$ cat src/rtl/bip2_control_unit_pkg.sv
// Shared constants for the BIP-2 control unit: opcodes, accumulator source
// encodings, FSM state codes and default field widths.
package bip2_pkg;

  localparam int OPCODE_W_DEF = 5;
  localparam int ADDR_W_DEF   = 11;

  localparam logic [4:0] OP_HLT  = 5'b00000;
  localparam logic [4:0] OP_STO  = 5'b00001;
  localparam logic [4:0] OP_LD   = 5'b00010;
  localparam logic [4:0] OP_LDI  = 5'b00011;
  localparam logic [4:0] OP_ADD  = 5'b00100;
  localparam logic [4:0] OP_ADDI = 5'b00101;
  localparam logic [4:0] OP_SUB  = 5'b00110;
  localparam logic [4:0] OP_SUBI = 5'b00111;
  localparam logic [4:0] OP_BEQ  = 5'b01000;
  localparam logic [4:0] OP_BNE  = 5'b01001;
  localparam logic [4:0] OP_BGT  = 5'b01010;
  localparam logic [4:0] OP_BGE  = 5'b01011;
  localparam logic [4:0] OP_BLT  = 5'b01100;
  localparam logic [4:0] OP_BLE  = 5'b01101;
  localparam logic [4:0] OP_JMP  = 5'b01110;

  localparam logic [1:0] ACC_SRC_ALU = 2'b00;
  localparam logic [1:0] ACC_SRC_RAM = 2'b01;
  localparam logic [1:0] ACC_SRC_IMM = 2'b10;

  localparam logic [1:0] ST_FETCH = 2'd0;
  localparam logic [1:0] ST_EXEC  = 2'd1;
  localparam logic [1:0] ST_HALT  = 2'd2;

endpackage

$ cat src/rtl/bip2_control_unit_if.sv
// Instruction/flag inputs and datapath strobes between the BIP-2 control unit
// (master) and the PC/datapath/memory side (slave).
interface bip2_control_unit_if
  import bip2_pkg::*;
#(
  parameter int OPCODE_W = OPCODE_W_DEF,
  parameter int ADDR_W   = ADDR_W_DEF
) ();

  logic [OPCODE_W+ADDR_W-1:0] instr_i;
  logic                       status_z_i;
  logic                       status_n_i;
  logic                       ir_load_o;
  logic                       pc_enable_o;
  logic                       pc_sel_o;
  logic                       acc_write_o;
  logic [1:0]                 acc_src_o;
  logic                       alu_sub_o;
  logic                       alu_src_o;
  logic                       ram_write_o;
  logic                       status_write_o;
  logic                       halted_o;

  modport master (
    input  instr_i, status_z_i, status_n_i,
    output ir_load_o, pc_enable_o, pc_sel_o, acc_write_o, acc_src_o,
           alu_sub_o, alu_src_o, ram_write_o, status_write_o, halted_o
  );

  modport slave (
    output instr_i, status_z_i, status_n_i,
    input  ir_load_o, pc_enable_o, pc_sel_o, acc_write_o, acc_src_o,
           alu_sub_o, alu_src_o, ram_write_o, status_write_o, halted_o
  );

endinterface

$ cat src/rtl/bip2_control_unit_branch_eval.sv
// Branch condition evaluation from opcode and STATUS Z/N flags; purely combinational.
// Non-branch opcodes never report taken; JMP always does.
module bip2_branch_eval
  import bip2_pkg::*;
#(
  parameter int OPCODE_W = OPCODE_W_DEF
) (
  input  logic [OPCODE_W-1:0] opcode_i,
  input  logic                z_i,
  input  logic                n_i,
  output logic                taken_o
);

  always_comb begin
    taken_o = 1'b0;
    case (opcode_i)
      OP_BEQ:  taken_o = z_i;
      OP_BNE:  taken_o = ~z_i;
      OP_BGT:  taken_o = ~z_i & ~n_i;
      OP_BGE:  taken_o = ~n_i;
      OP_BLT:  taken_o = n_i;
      OP_BLE:  taken_o = n_i | z_i;
      OP_JMP:  taken_o = 1'b1;
      default: taken_o = 1'b0;
    endcase
  end

endmodule

$ cat src/rtl/bip2_control_unit.sv
// BIP-2 two-cycle control FSM (FETCH -> EXEC, HLT -> HALT until reset).
// Optional BIP2_SINGLE_STEP_EN adds step_i, which gates each FETCH.
module bip2_control_unit
  import bip2_pkg::*;
#(
  parameter int OPCODE_W = OPCODE_W_DEF,
  parameter int ADDR_W   = ADDR_W_DEF
) (
  input  logic                clock_i,
  input  logic                reset_n_i,
`ifdef BIP2_SINGLE_STEP_EN
  input  logic                step_i,
`endif
  bip2_control_unit_if.master bus
);

  logic [1:0]          state_q, state_d;
  logic [OPCODE_W-1:0] opcode_q, opcode_d;
  logic                fetch_go;
  logic                taken;
  logic [ADDR_W-1:0]   unused_operand;

  logic       ir_load, pc_enable, pc_sel, acc_write;
  logic [1:0] acc_src;
  logic       alu_sub, alu_src, ram_write, status_write, halted;

`ifdef BIP2_SINGLE_STEP_EN
  assign fetch_go = step_i;
`else
  assign fetch_go = 1'b1;
`endif

  // Operand bits go straight to the PC/datapath; the FSM only needs the opcode.
  assign unused_operand = bus.instr_i[ADDR_W-1:0];

  bip2_branch_eval #(.OPCODE_W(OPCODE_W)) u_branch_eval (
    .opcode_i (opcode_q),
    .z_i      (bus.status_z_i),
    .n_i      (bus.status_n_i),
    .taken_o  (taken)
  );

  always_comb begin
    state_d  = state_q;
    opcode_d = opcode_q;
    case (state_q)
      ST_FETCH: begin
        if (fetch_go) begin
          opcode_d = bus.instr_i[OPCODE_W+ADDR_W-1 -: OPCODE_W];
          state_d  = ST_EXEC;
        end
      end
      ST_EXEC:  state_d = (opcode_q == OP_HLT) ? ST_HALT : ST_FETCH;
      ST_HALT:  state_d = ST_HALT;
      default:  state_d = ST_FETCH;
    endcase
  end

  always_ff @(posedge clock_i or negedge reset_n_i) begin
    if (!reset_n_i) begin
      state_q  <= ST_FETCH;
      opcode_q <= '0;
    end else begin
      state_q  <= state_d;
      opcode_q <= opcode_d;
    end
  end

  always_comb begin
    ir_load      = 1'b0;
    pc_enable    = 1'b0;
    pc_sel       = 1'b0;
    acc_write    = 1'b0;
    acc_src      = ACC_SRC_ALU;
    alu_sub      = 1'b0;
    alu_src      = 1'b0;
    ram_write    = 1'b0;
    status_write = 1'b0;
    halted       = 1'b0;
    case (state_q)
      // Reset forces FETCH, so gate the strobe to keep all outputs low while held.
      ST_FETCH: ir_load = fetch_go & reset_n_i;
      ST_EXEC: begin
        if (opcode_q != OP_HLT) begin
          pc_enable = 1'b1;
          pc_sel    = taken;
        end
        case (opcode_q)
          OP_STO: ram_write = 1'b1;
          OP_LD: begin
            acc_write = 1'b1;
            acc_src   = ACC_SRC_RAM;
          end
          OP_LDI: begin
            acc_write = 1'b1;
            acc_src   = ACC_SRC_IMM;
          end
          OP_ADD, OP_ADDI, OP_SUB, OP_SUBI: begin
            acc_write    = 1'b1;
            acc_src      = ACC_SRC_ALU;
            status_write = 1'b1;
            alu_src      = opcode_q[0];
            alu_sub      = opcode_q[1];
          end
          default: ;
        endcase
      end
      ST_HALT: halted = 1'b1;
      default: ;
    endcase
  end

  assign bus.ir_load_o      = ir_load;
  assign bus.pc_enable_o    = pc_enable;
  assign bus.pc_sel_o       = pc_sel;
  assign bus.acc_write_o    = acc_write;
  assign bus.acc_src_o      = acc_src;
  assign bus.alu_sub_o      = alu_sub;
  assign bus.alu_src_o      = alu_src;
  assign bus.ram_write_o    = ram_write;
  assign bus.status_write_o = status_write;
  assign bus.halted_o       = halted;

endmodule

$ cat src/flat_wrapper.sv
// flat-port wrapper written by rule: the top's interface ports become plain ports
module bip2_control_unit_flat import bip2_pkg::*;
#(
  parameter int OPCODE_W = OPCODE_W_DEF,
  parameter int ADDR_W   = ADDR_W_DEF
)
  (clock_i, reset_n_i, bus_instr_i, bus_status_z_i, bus_status_n_i, bus_ir_load_o, bus_pc_enable_o, bus_pc_sel_o, bus_acc_write_o, bus_acc_src_o, bus_alu_sub_o, bus_alu_src_o, bus_ram_write_o, bus_status_write_o, bus_halted_o);
  bip2_control_unit_if #(.OPCODE_W(OPCODE_W), .ADDR_W(ADDR_W)) bus_i ();
  input  logic clock_i;
  input  logic reset_n_i;
  input wire logic [$bits(bus_i.instr_i)-1:0] bus_instr_i;
  input wire logic [$bits(bus_i.status_z_i)-1:0] bus_status_z_i;
  input wire logic [$bits(bus_i.status_n_i)-1:0] bus_status_n_i;
  output wire logic [$bits(bus_i.ir_load_o)-1:0] bus_ir_load_o;
  output wire logic [$bits(bus_i.pc_enable_o)-1:0] bus_pc_enable_o;
  output wire logic [$bits(bus_i.pc_sel_o)-1:0] bus_pc_sel_o;
  output wire logic [$bits(bus_i.acc_write_o)-1:0] bus_acc_write_o;
  output wire logic [$bits(bus_i.acc_src_o)-1:0] bus_acc_src_o;
  output wire logic [$bits(bus_i.alu_sub_o)-1:0] bus_alu_sub_o;
  output wire logic [$bits(bus_i.alu_src_o)-1:0] bus_alu_src_o;
  output wire logic [$bits(bus_i.ram_write_o)-1:0] bus_ram_write_o;
  output wire logic [$bits(bus_i.status_write_o)-1:0] bus_status_write_o;
  output wire logic [$bits(bus_i.halted_o)-1:0] bus_halted_o;
  assign bus_i.instr_i = bus_instr_i;
  assign bus_i.status_z_i = bus_status_z_i;
  assign bus_i.status_n_i = bus_status_n_i;
  assign bus_ir_load_o = bus_i.ir_load_o;
  assign bus_pc_enable_o = bus_i.pc_enable_o;
  assign bus_pc_sel_o = bus_i.pc_sel_o;
  assign bus_acc_write_o = bus_i.acc_write_o;
  assign bus_acc_src_o = bus_i.acc_src_o;
  assign bus_alu_sub_o = bus_i.alu_sub_o;
  assign bus_alu_src_o = bus_i.alu_src_o;
  assign bus_ram_write_o = bus_i.ram_write_o;
  assign bus_status_write_o = bus_i.status_write_o;
  assign bus_halted_o = bus_i.halted_o;
  bip2_control_unit #(.OPCODE_W(OPCODE_W), .ADDR_W(ADDR_W)) u_core (.clock_i(clock_i), .reset_n_i(reset_n_i), .bus(bus_i));
endmodule
$ cat config.mk
export PLATFORM = sky130hd
export DESIGN_NAME = bip2_control_unit_flat
export DESIGN_NICKNAME = d
export VERILOG_FILES = /design/src/rtl/bip2_control_unit_pkg.sv /design/src/rtl/bip2_control_unit_if.sv /design/src/rtl/bip2_control_unit_branch_eval.sv /design/src/rtl/bip2_control_unit.sv /design/src/flat_wrapper.sv
export SDC_FILE = /design/constraint.sdc
export NUM_CORES = 1
export LEC_CHECK = 0
export CAP_MARGIN = 25
export CORE_MARGIN = 2
export CORE_UTILIZATION = 34
export CTS_CLUSTER_DIAMETER = 200
export DETAILED_ROUTE_END_ITERATION = 8
export GPL_TIMING_DRIVEN = 0
export PLACE_DENSITY_LB_ADDON = 0.15
export SLEW_MARGIN = 20
export SYNTH_ARGS = -nofsm -noshare
export SYNTH_HDL_FRONTEND = slang
export SYNTH_HIERARCHICAL = 1
export SYNTH_SLANG_ARGS = --single-unit
$ cat constraint.sdc
create_clock -name clock_i -period 1.5 [get_ports clock_i]
set_input_delay 0.15 -clock clock_i [delete_from_list [all_inputs] [get_ports clock_i]]
set_output_delay 0.15 -clock clock_i [all_outputs]
set_load 0.005 [all_outputs]
# After elaboration in Yosys (flattened, before gate mapping)
# Cells that the tools add are included.
# totals
reg_bits	7
inputBits	20
out_inout_bits	11
wordCells	48
# classes
eq_ne	16
mux	21
bitwise	4
reduce_logical	5
# ops
cell	n
5-bit by 4-bit equality test with 1-bit output (second input constant)	7
5-bit by 3-bit equality test with 1-bit output (second input constant)	4
1-bit 2-to-1 mux	16
5-bit by 2-bit equality test with 1-bit output (second input constant)	2
1-bit case mux with 7 select lines	1
2-bit case mux with 3 select lines	1
6-bit OR reduction	1
5-bit by 1-bit equality test with 1-bit output (second input constant)	1
5-bit zero test	1
5-bit nonzero test	1
2-bit 2-to-1 mux	2
2-bit case mux with 2 select lines	1
4-bit OR reduction	1
2-bit by 1-bit equality test with 1-bit output (second input constant)	1
2-bit equality test (second input constant)	1
2-bit zero test	1
1-bit NOT	2
1-bit bitwise AND	1
1-bit OR	1

# Depth between registers and ports, before layout
# logic_depth
ltp_word	5
ltp_mapped	5
ltp_nobuf	5

# By module
# Netlist, hierarchy kept.
# by_module_without_submodules
mod	n_inst	cells_per_inst	area_per_inst_um2	seq_area_each_um2
bip2_control_unit	1	33	406.6	175.2
bip2_branch_eval	1	10	65.1	0.0

# Worst setup path after synthesis
# Ideal clock, no wire load.
# synth_timing
path_kind	register -> output
from	register u_core.opcode_q[1]
to	output port bus_pc_sel_o
arrival_time_ps	1206
required_ps	1350
path_slack_ps	144
stages_incl_launch_ff	6
n_path_buf	0
cell_sequence	dfrtp_1 > o21bai_1 > a211o_1 > a21oi_1 > nand3b_1 > a21oi_1
# synth_via
elab_chain_len	4
elab_cells_between_ends	11
cone_classes	eq/ne (7); mux (3); reduce/logical (1)
# synth_rtl
element	line	rtl
start, declared	bip2_control_unit.sv:18	logic [OPCODE_W-1:0] opcode_q, opcode_d;
start signal, assigned	bip2_control_unit.sv:65	opcode_q <= opcode_d;
5-bit by 4-bit equality test with 1-bit output	bip2_control_unit_branch_eval.sv:16	case (opcode_i)
1-bit case mux with 7 select lines (*)	bip2_control_unit_branch_eval.sv:16	
via u_core.taken	bip2_control_unit.sv:20	logic taken;
1-bit 2-to-1 mux (*)	bip2_control_unit.sv:84	if (opcode_q != OP_HLT) begin
1-bit 2-to-1 mux (*)	bip2_control_unit.sv:80	case (state_q)
end, declared	flat_wrapper.sv:16	output wire logic [$bits(bus_i.pc_sel_o)-1:0] bus_pc_sel_o;
# Mark *: on every way through the listed nets, which the timed path passes. The rest lies on a longest branch.

# Worst setup path after layout
# layout_timing
from	register u_core.opcode_q[4]
to	output port bus_acc_src_o[0]
# layout_via
elab_chain_len	3
elab_cells_between_ends	4
cone_classes	eq/ne (2); mux (2)
# layout_rtl
element	line	rtl
5-bit by 2-bit equality test with 1-bit output	bip2_control_unit.sv:88	case (opcode_q)
2-bit case mux with 2 select lines (*)	bip2_control_unit.sv:88	
2-bit 2-to-1 mux (*)	bip2_control_unit.sv:80	
end, declared	flat_wrapper.sv:18	output wire logic [$bits(bus_i.acc_src_o)-1:0] bus_acc_src_o;
# Every way passes the cells marked *; elsewhere a longest branch is shown, timed or not.

==> metrics.cfg <==
[status]
status = complete, but fails checks
violations = setup timing

[yosys]
ys_warn_count = 6
netlist_area_sq_um = 472
synth_flop_cell = dfrtp_1
synth_top_family_by_area = simple AND/OR/NAND/NOR gates
syn_nets = 63
ys_ff_latch = 7
synth_commonest_cells = dfrtp_1 (7), mux2_2 (5), inv_1 (4)
synth_fa_ha_area_share_pct = 0
synth_top_area_cell = dfrtp_1
synth-edff-count = 0
synth_top_area_share_pct = 37.1
synth_compound_area_share_pct = 12.7
synth.area.mux_share_pct = 11.9
synth_cells = 43
avgSynthCellArea_sq_um = 11.0
synthMostInstantiatedCell = dfrtp_1
yosysSeqAreaShare_pct = 37.1
synth_xor_xnor_area_share_pct = 1.86
ys_types = 26
synth_area_leaders = dfrtp_1 (37%), mux2_2 (12%), nor4_4 (9.0%), nor3_2 (4.2%), inv_1 (3.2%)
synthSimpleGateAreaFrac_pct = 30.8
async_reset_ff_share_pct = 100

[route]
ant_nets = 0
wirelength_mm = 1.10
met3_length_um = 45
vias_per_cell = 4.84
dr.pass1.iters = 4
vias = 460
wl_per_cell_um = 11.5
wl_met2_um = 584
m1WireLength_um = 457
drcViolationCount = 0
topRoutingLayerUsed = met4
drt_iter0_markers = 2

[die]
start_util_pct = 36.2
die_y_um = 41.2
die_area_sq_um = 1700
die_w_um = 41.2
coreArea_sq_um = 1300
rows = 13
ioPinCount = 31

[setup_path]
path_buf_inv = 2
crit_required_ns = 1.35
cpPeakStageDelay_ns = 0.60
arrival_ns = 1.63
crit_chain = or4b_4 -> buf_6 -> nor4_4 -> buf_2
end_kind = primary output
critPathKind = flop to primary output
critPathTopFamily = simple AND/OR/NAND/NOR gates
startpoint_type = flop
cp_slowest_cell = or4b_4
crit_path_max_fanout = 6

[timing]
tightestPinTransition_ns = 0.341
final_max_slew_viol_count = 0
clock-skew-final_ns = 0.00181
maxSlewHeadroom_pct = 77.2
fin_crit_ns = 1.78
setup_ws_ns = -0.282
period_share_pct = 119
fmax_mhz = 561
setup_tns_ns = -1.68
grt_setup_unrepaired = true
finalHoldViolCount = 0
setup_viol = 9

[layout]
fillCellCount = 110
area_growth_pct = 76.7
drive_gt1_share_pct = 62.5
multi_input_area_sq_um = 313
fin_util_pct = 64.0
antenna_cells = 0
nets = 101
ff_latch_area_sq_um = 180

[power_and_ir_drop]
vdd_ir_drop_max_v = 0.00109
p_int_w = 0.000991
p_per_area_nw_per_um2 = 1950
power_frac_comb_pct = 62.7
p_leak_nw = 0.394
switching_power_w = 0.000630
pwr-share-clk_pct = 10.1
power_frac_seq_pct = 27.3
sw_frac_of_total_pct = 38.9

[global_routing]
grt_max_degree = 9
grtUsageTotal_pct = 16.2
grt_pass1_vias = 440
grt_antenna_before_repair = 0
grt_pass1_wl_mm = 1.74
grt-ovfl-total = 0

[placed_design]
io_buffers = 19
place.detailed.hpwl_um = 756
globalplace.congestion = 0.659

[clocking]
cts_buffers = 3
path_clk_slew_ns = 0.05
clkLatencyLatePin_ns = 0.24
cts.sinks = 7
clock_path_buffers = 2
cts_max_level = 1
cts-root-buf = clkbuf_4
cts_tree = yes

[min_path]
hold_path.class = primary input to async pin

[flow_run]
cap_violations = 0

[layer usage]
layer  global-route usage, %  up-vias
met3                    3.26        2
met1                    17.6      213
met4                    9.68        0
met2                    28.5       11
li1                        -      234
met5                       0        -
[cell type report]
type / instances / area share (%)
Multi-Input combinational cell: 31 / 37.5
Tap cell: 15 / 2.25
Inverter: 4 / 1.80
Clock buffer: 4 / 3.15
Timing Repair Buffer: 34 / 33.6
Sequential cell: 7 / 21.6
[repair_timing]
item                                   in CTS  in global routing
endpoints found under the hold margin       0                  0
buffers inserted                           12                  4
hold buffers                                0                  0
pin swaps                                   4                  2
gates resized for setup                    44                 11
setup endpoints to repair                  10                 11
[worst register-to-register path: stages, from the launching register on]
cell and delay (ns):
dfrtp_2 0.45, buf_12 0.14, nor4_4 0.27, buf_4 0.15, buf_4 0.09, a31o_2 0.14
[layout by cell type, fill, tap and decap left out]
cell	synthesis	routed
and2b_1	1	1
a211o_1	1	1
clkdlybuf4s15_1	0	1
a21oi_2	1	2
dfrtp_2	0	4
nor3_1	1	1
buf_4	0	12
clkdlybuf4s50_1	0	8
dlymetal6s2s_1	0	1
a31o_2	1	1
or4b_4	0	1
nor4_4	2	3
nor2_4	0	1
clkbuf_1	0	1
nor2_1	1	1
o2111ai_2	0	1
buf_2	0	9
clkbuf_4	0	3
xor2_1	1	1
mux2_2	5	5
and3_1	1	1
and2_4	0	1
nor3_2	2	2
o21bai_1	1	1
nand2_1	1	1
buf_12	0	1
dfrtp_1	7	3
nand2b_1	1	1
nand3b_1	2	2
inv_1	4	4
a21boi_2	0	1
buf_6	1	2
a21oi_1	2	1
nor2b_2	0	1
[flip-flops by register name, indices dropped and copies added, names as in the netlist]
register,flops
u_core/opcode_q,5
u_core/state_q,2
[power by group through the flow]
stage / clock network [W] / logic, W / registers (W)
6_report: 0.000163 / 0.00102 / 0.000442
3_5_place_dp: 0 / 0.000684 / 0.000435
3_3_place_gp: 0 / 0.000675 / 0.000429
5_1_grt: 0.000187 / 0.00111 / 0.000466
2_1_floorplan: 0 / 0.000460 / 0.000396
4_1_cts: 0.000173 / 0.000929 / 0.000423
[logic make-up (layout without fill, tap and decap cells)]
family	after synthesis	after routing
simple gates	17	17
compound gates	8	8
flops	7	7
mux	5	5
buf+inv	5	42
xor+xnor	1	1
[path summary, 6_finish.rpt]
check / start / endpoint / slack (ns) / depth (start not counted)
max in group asynchronous: reset_n_i / u_core/state_q[0] / 1.05 / 1
max reg2reg: u_core/opcode_q[1] / u_core/state_q[1] / 0.20 / 5
min in group clock_i: u_core/state_q[0] / u_core/state_q[0] / 0.51 / 1
max: u_core/opcode_q[4] / bus_acc_src_o[0] / -0.28 / 4
min reg2reg: u_core/state_q[0] / u_core/state_q[0] / 0.51 / 1
min: reset_n_i / u_core/opcode_q[4] / 0.17 / 1
[through the flow]
stage / std cells / total power (W) / area [sq um] / worst slack [ns] / hold WS (ns)
2_1_floorplan: 43 / 0.000856 / 472 / 0.144 / -0.146
3_3_place_gp: 77 / 0.00110 / 681 / -0.569 / 0.435
3_5_place_dp: 77 / 0.00112 / 681 / -0.577 / 0.438
4_1_cts: 93 / 0.00153 / 792 / -0.352 / 0.168
5_1_grt: 95 / 0.00176 / 833 / -0.360 / 0.189
6_report: 95 / 0.00162 / 833 / -0.282 / 0.174
Note: power is estimated with default switching activity, not from simulation.
